## src/rtl/sbox_ref_delay.sv

```systemverilog
// Alignment line: carries {valid, reference byte} alongside the S-box pipeline.
// Latency: LATENCY cycles from i_dat to o_dat.
// Backpressure: none; shifts every cycle, i_clr empties every stage.
module sbox_ref_delay #(
    parameter int WIDTH   = 9,
    parameter int LATENCY = 4
) (
    input  logic             i_clk,
    input  logic             i_rst,
    input  logic             i_clr,
    input  logic [WIDTH-1:0] i_dat,
    output logic [WIDTH-1:0] o_dat
);

    logic [WIDTH-1:0] r_stage [LATENCY];

    // Shift register; reset and clear both drop every in-flight entry
    always_ff @(posedge i_clk) begin
        if (i_rst || i_clr) begin
            for (int k = 0; k < LATENCY; k++) r_stage[k] <= '0;
        end else begin
            r_stage[0] <= i_dat;
            for (int k = 1; k < LATENCY; k++) r_stage[k] <= r_stage[k-1];
        end
    end

    assign o_dat = r_stage[LATENCY-1];

endmodule

```

## config.mk

```make
export PLATFORM = sky130hd
export DESIGN_NAME = sbox_ref_delay
export DESIGN_NICKNAME = d
export VERILOG_FILES = /design/src/rtl/sbox_ref_delay.sv
export SDC_FILE = /design/constraint.sdc
export NUM_CORES = 1
export LEC_CHECK = 0
export CAP_MARGIN = 10
export CELL_PAD_IN_SITES_DETAIL_PLACEMENT = 1
export CELL_PAD_IN_SITES_GLOBAL_PLACEMENT = 2
export CORE_MARGIN = 10
export CORE_UTILIZATION = 35
export CTS_CLUSTER_DIAMETER = 40
export DETAILED_ROUTE_END_ITERATION = 6
export PLACE_DENSITY_LB_ADDON = 0.15
export SYNTH_ARGS = -nofsm -noshare
export SYNTH_HDL_FRONTEND = slang
export SYNTH_SLANG_ARGS = --single-unit
```

## constraint.sdc

```tcl
create_clock -name i_clk -period 1.8 [get_ports i_clk]
set_clock_uncertainty 0.1 [all_clocks]
set_input_delay 0.27 -clock i_clk [delete_from_list [all_inputs] [get_ports i_clk]]
set_output_delay 0.27 -clock i_clk [all_outputs]
set_load 0.02 [all_outputs]
```

Word level (Yosys, flattened, before mapping)
Memory sizes are Yosys's and may differ from the RTL's.
Index checks and enable logic that the tools add are counted.
Operators by class
  muxes and demuxes: 7
  bitwise operators: 4
  reductions and logical operators: 1
Operators by type and width (count)
  $mux W9: 4
  $or A1 B1 Y1: 4
  $mux W1: 3
  $logic_or A1 B1 Y1: 1
Storage, ports and cells
  register bits after elaboration: 0
  bits in writable memories: 36
  output and inout bits: 9
  logic and storage cells: 13
  memories: 1
Memories
  r_stage: words 4, bits a word 9, rd ports 4, clocked after Yosys merged registers in 0, wr ports 4, line 15  | logic [WIDTH-1:0] r_stage [LATENCY];

Longest topological paths before layout
Gate-level depths: netlist (run 1).
  depth in word-level cells: 4
  depth in mapped cells: 3
  mapped depth without buffers: 1

Least setup slack after synthesis (run 1)
No wires, ideal clock.
  path type: in2reg
  start point: input port i_clr
  end point: memory r_stage[0][0]
  library setup time: 0.072 ns
  arrival time: 0.673 ns
  setup slack: 0.954 ns
  cell stages on the path: 3
  buffers on the path: 2
  cell sequence: buf_6 > buf_6 > nor3b_2
RTL lines
  start, declared: line 10  | input logic i_clr,
  end, declared: line 15

==> flow_metrics.env, run 1 <==
export IMPL_place_ws_ns=0.429
export IMPL_max_slew_worst_pin_slew_ns=0.901
export IMPL_drive_gt1_share_pct=40.0
export IMPL_dp_hpwl_um=1090
export IMPL_numCtsBuffers=5
export IMPL_num_antenna_cells=0
export IMPL_slew_violations=0
export IMPL_clkSlewWorstSetupHoldPaths_ns=0.09
export IMPL_pwr_share_clk_pct=33.9
export IMPL_critPathRequiredTime_ns=1.43
export IMPL_cp_slowest_cell="clkdlybuf4s50_1"
export IMPL_ys_seq_area_share_pct=58.5
export IMPL_top_register="r_stage"
export IMPL_grt_ovfl_total=0
export IMPL_fin_setup_tns_ns=0
export IMPL_drt_wl_total_um=1700
export IMPL_layout_common_cells="dfxtp_1 (36), nor3b_2 (30), clkdlybuf4s50_1 (18)"
export IMPL_track_usage_pct=6.22
export IMPL_cts_root_buf="clkbuf_4"
export IMPL_path_max_fanout=1
export IMPL_vias=615
export IMPL_largest_reg_flops=36
export IMPL_syn_avg_cell_area_sq_um=15.4
export IMPL_p_seq_share_pct=60.3
export IMPL_core_sq_mm=0.00336
export IMPL_grt_pass1_wl_um=3110
export IMPL_internal_power_w=0.00107
export IMPL_slew_headroom_pct=39.9
export IMPL_syn_inst=80
export IMPL_layout_commonest_cell="dfxtp_1"
export IMPL_first_pass_iters=2
export IMPL_register_area_sq_um=721
export IMPL_multiInputGateArea_sq_um=420
export IMPL_hold_viol=0
export IMPL_max_vdd_ir_drop_mv=0.479
export IMPL_setup_viol=0
export IMPL_crit_chain="clkdlybuf4s50_1"
export IMPL_synth_nets=92
export IMPL_drv_cap=0
export IMPL_worstSetupEndpointType="output pin"
export IMPL_start_kind="flip-flop"
export IMPL_post_drt_wl_per_cell_um=11.6
export IMPL_timing_final_ws_setup_ns=0.186
export IMPL_io_buffers=20
export IMPL_power_w=0.00134
export IMPL_p_leak_nw=0.492
export IMPL_path_class="reg2out"
export IMPL_cts_resized_gates=0
export IMPL_fin_nets=112
export IMPL_swShare_pct=20.6
export IMPL_power_density_mw_per_mm2=912
export IMPL_rsz0062_at_grt="false"
export IMPL_fp_dieH_um=79.3
export IMPL_netlist_area_sq_mm=0.00123
export IMPL_h_tree_depth=2
export IMPL_timing_fmax_ghz=0.620
export IMPL_worst_path_buf_inv=1
export IMPL_rows=21
export IMPL_dp_cells=139
export IMPL_clock_sinks=36
export IMPL_ys_ff_latch=36
export IMPL_avgViaCountPerCell=4.21
export IMPL_period_needed_ns=1.61
export IMPL_pin_count=21
export IMPL_p_sw_w=0.000276
export IMPL_grt_pass1_vias=687
export IMPL_stdcell_count=146
export IMPL_die_area_sq_mm=0.00629
export IMPL_hold_class="in2reg"
export IMPL_combPwrFrac_pct=5.8
export IMPL_place_gp_congestion=0.586
export IMPL_holdBufCountCts=0
export IMPL_ant_nets=0
export IMPL_clkLatencyLatePin_ns=0.32
export IMPL_critical_path_top_delay_family="buffers and inverters"
export IMPL_die_w_um=79.3
export IMPL_yosysUniqueCellTypes=4
export IMPL_reg_top3="r_stage (36)"
export IMPL_drtIter0Drc=23
export IMPL_cts_tree="built"
export IMPL_slowest_delay_ns=0.60
export IMPL_drc=0
export IMPL_area_growth_syn_to_layout_pct=19.7
export IMPL_yosysWarnings=0
export IMPL_fin_crit_sh_pct=89.7
export IMPL_cts_setup_buffers=0
export IMPL_worstPathArrival_ns=1.24
export IMPL_initial_core_util_pct=36.6
export IMPL_grt_max_degree=37
export IMPL_antenna_found_initial=0
export IMPL_outcome="finished clean"
export IMPL_fill_cells=363
export IMPL_cts_buffer_depth=2
## area by class of cell
cell class,instances,area share [%]
multi-input combinational,36,28.5
clock buffer,7,4.41
timing repair buffer,21,14.3
sequential,36,48.9
tap,46,3.90
## per-layer routing
layer	vias up	GRT usage, %	routed length [um]
li1	307	-	-
met1	283	7.82	899
met4	0	3.76	32
met5	-	0	0
met3	5	3.49	109
met2	20	7.91	659
## metrics by stage
stage	util, %	area [sq um]	hold slack, ns
2_1_floorplan	-	1230	0.327
3_3_place_gp	41.9	1410	0.344
3_5_place_dp	41.9	1410	0.353
4_1_cts	43.8	1470	0.309
5_1_grt	43.8	1470	0.318
6_report	43.8	1470	0.317
## Yosys cell counts
cell     count  area, sq um
nor3b_1      6         45.0
dfxtp_1     36          721
buf_6        8         90.1
nor3b_2     30          375
## path summary, 6_finish.rpt
| path | start | end | slack, ns | depth (start not counted) |
|---|---|---|---|---|
| worst min register to register | r_stage[1][8] | r_stage[2][8] | 0.36 | 1 |
| worst max-delay path | r_stage[3][2] | o_dat[2] | 0.19 | 1 |
| worst max register to register | r_stage[1][0] | r_stage[2][0] | 1.11 | 1 |
| worst min-delay path | i_rst | r_stage[3][7] | 0.32 | 2 |
## cell families (layout without fill, tap and decap cells)
kind of cell	Yosys count	count (layout)	synth area share, %
buffers and inverters	8	28	7.32
and+or+nand+nor	36	36	34.1
DFF	36	36	58.5
## power groups by stage
stage	Clock, W	Combinational, W	Sequential [W]
2_1_floorplan	0	0.0000643	0.000829
3_3_place_gp	0	0.0000781	0.000829
3_5_place_dp	0	0.0000794	0.000830
4_1_cts	0.000479	0.0000800	0.000811
5_1_grt	0.000517	0.0000852	0.000813
6_report	0.000455	0.0000781	0.000811
Power figures use the tool's default switching activity.
==> run 2, diff against run 1 <==
--- a/config.mk
+++ b/config.mk
@@ -10,6 +10,7 @@
 export CELL_PAD_IN_SITES_GLOBAL_PLACEMENT = 2
 export CORE_MARGIN = 10
 export CORE_UTILIZATION = 35
+export CTS_BUF_LIST = sky130_fd_sc_hd__clkbuf_8
 export CTS_CLUSTER_DIAMETER = 40
 export DETAILED_ROUTE_END_ITERATION = 6
 export PLACE_DENSITY_LB_ADDON = 0.15
==> flow_metrics.env, run 2 (synthesis gave the netlist of run 1 again) <==
export IMPL_outcome="finished clean"
export IMPL_worstReg2RegStart="r_stage[0][7]"
export IMPL_setup_viol=0
export IMPL_crit_chain="clkdlybuf4s50_1"
export IMPL_path_max_fanout=1
export IMPL_layout_commonest_cell="dfxtp_1"
export IMPL_drv_cap=0
export IMPL_initial_core_util_pct=36.6
export IMPL_hold_class="reg2reg"
export IMPL_whs_ns=0.359
export IMPL_first_pass_iters=2
export IMPL_die_w_um=79.3
export IMPL_vias=605
export IMPL_layout_common_cells="dfxtp_1 (36), nor3b_2 (30), clkdlybuf4s50_1 (18)"
export IMPL_pwr_share_clk_pct=39.7
export IMPL_io_buffers=20
export IMPL_worst_path_buf_inv=1
export IMPL_rows=21
export IMPL_clkSlewWorstSetupHoldPaths_ns=0.06
export IMPL_slowest_delay_ns=0.60
export IMPL_cts_resized_gates=0
export IMPL_cts_root_buf="clkbuf_8"
export IMPL_largest_reg_flops=36
export IMPL_drtIter0Drc=35
export IMPL_post_drt_wl_per_cell_um=11.9
export IMPL_worstSetupEndpoint="o_dat[2]"
export IMPL_critPathRequiredTime_ns=1.43
export IMPL_internal_power_w=0.00119
export IMPL_track_usage_pct=6.22
export IMPL_clock_sinks=36
export IMPL_grt_pass1_wl_um=3110
export IMPL_hold_viol=0
export IMPL_worstSetupEndpointType="output pin"
export IMPL_max_slew_worst_pin_slew_ns=0.911
export IMPL_regToRegSetupSlack_ns=1.12
export IMPL_rr_worst_depth=1
export IMPL_period_needed_ns=1.56
export IMPL_clkLatencyLatePin_ns=0.27
export IMPL_p_leak_nw=0.505
export IMPL_fin_crit_sh_pct=86.6
export IMPL_antenna_found_initial=0
export IMPL_timing_fmax_ghz=0.641
export IMPL_avgViaCountPerCell=4.14
export IMPL_numCtsBuffers=5
export IMPL_path_class="reg2out"
export IMPL_die_area_sq_mm=0.00629
export IMPL_core_sq_mm=0.00336
export IMPL_power_density_mw_per_mm2=981
export IMPL_fin_setup_tns_ns=0
export IMPL_reg_top3="r_stage (36)"
export IMPL_grt_pass1_vias=680
export IMPL_place_gp_congestion=0.586
export IMPL_grt_max_degree=37
export IMPL_fin_nets=112
export IMPL_pin_count=21
export IMPL_fill_cells=360
export IMPL_cts_tree="built"
export IMPL_holdBufCountCts=0
export IMPL_area_growth_syn_to_layout_pct=22.3
export IMPL_combPwrFrac_pct=5.3
export IMPL_crit_start="r_stage[3][2]"
export IMPL_dp_hpwl_um=1090
export IMPL_crit_cells=1
export IMPL_cp_slowest_cell="clkdlybuf4s50_1"
export IMPL_top_register="r_stage"
export IMPL_critical_path_top_delay_family="buffers and inverters"
export IMPL_fp_dieH_um=79.3
export IMPL_start_kind="flip-flop"
export IMPL_num_antenna_cells=0
export IMPL_drive_gt1_share_pct=40.0
export IMPL_cts_buffer_depth=2
export IMPL_drt_wl_total_um=1730
export IMPL_slew_headroom_pct=39.2
export IMPL_drc=0
export IMPL_swShare_pct=19.6
export IMPL_max_vdd_ir_drop_mv=0.363
export IMPL_ant_nets=0
export IMPL_rsz0062_at_grt="false"
export IMPL_p_seq_share_pct=55.0
export IMPL_h_tree_depth=2
export IMPL_r2r_end="r_stage[1][7]"
export IMPL_slew_violations=0
export IMPL_p_sw_w=0.000290
export IMPL_worstPathArrival_ns=1.19
export IMPL_cts_setup_buffers=0
export IMPL_grt_ovfl_total=0
-- run 2: routing by layer --
metal	vias to the layer above	share of wire [%]	GRT usage [%]
li1	306	-	-
met1	277	54	7.82
met2	20	40	7.91
met3	2	6.1	3.49
met4	0	0.58	3.76
met5	-	0	0
-- run 2: layout make-up --
type / count / area, sq um / area share [%]
sequential: 36 / 721 / 47.9
multi-input combinational: 36 / 420 / 27.9
timing repair buffer: 21 / 210 / 14.0
clock buffer: 7 / 96.3 / 6.40
tap: 46 / 57.6 / 3.82
-- run 2: per-stage QoR --
stage	power (W)	cell area (sq um)	util (%)	worst slack (ns)	cells
finish	0.00148	1510	44.8	0.241	146
floorplan	0.000893	1230	-	0.954	80
global placement	0.000907	1410	41.9	0.447	139
CTS	0.00151	1510	44.8	0.209	146
detailed placement	0.000909	1410	41.9	0.429	139
global route	0.00155	1510	44.8	0.182	146
-- run 2: worst min path at each step --
stage	startpoint	end	slack, ns	cells after the start
finish	r_stage[1][8]	r_stage[2][8]	0.36	1
global placement	r_stage[1][8]	r_stage[2][8]	0.34	1
global route	r_stage[0][8]	r_stage[1][8]	0.37	1
CTS	r_stage[1][8]	r_stage[2][8]	0.36	1
detailed placement	r_stage[2][8]	r_stage[3][8]	0.35	1
floorplan	i_dat[0]	r_stage[0][0]	0.33	1
-- run 2: power groups by stage --
| stage | Sequential [W] | Clock, W | Combinational (W) |
|---|---|---|---|
| 2_1_floorplan | 0.000829 | 0 | 0.0000643 |
| 3_3_place_gp | 0.000829 | 0 | 0.0000781 |
| 3_5_place_dp | 0.000830 | 0 | 0.0000794 |
| 4_1_cts | 0.000812 | 0.000619 | 0.0000800 |
| 5_1_grt | 0.000812 | 0.000654 | 0.0000852 |
| 6_report | 0.000812 | 0.000587 | 0.0000783 |
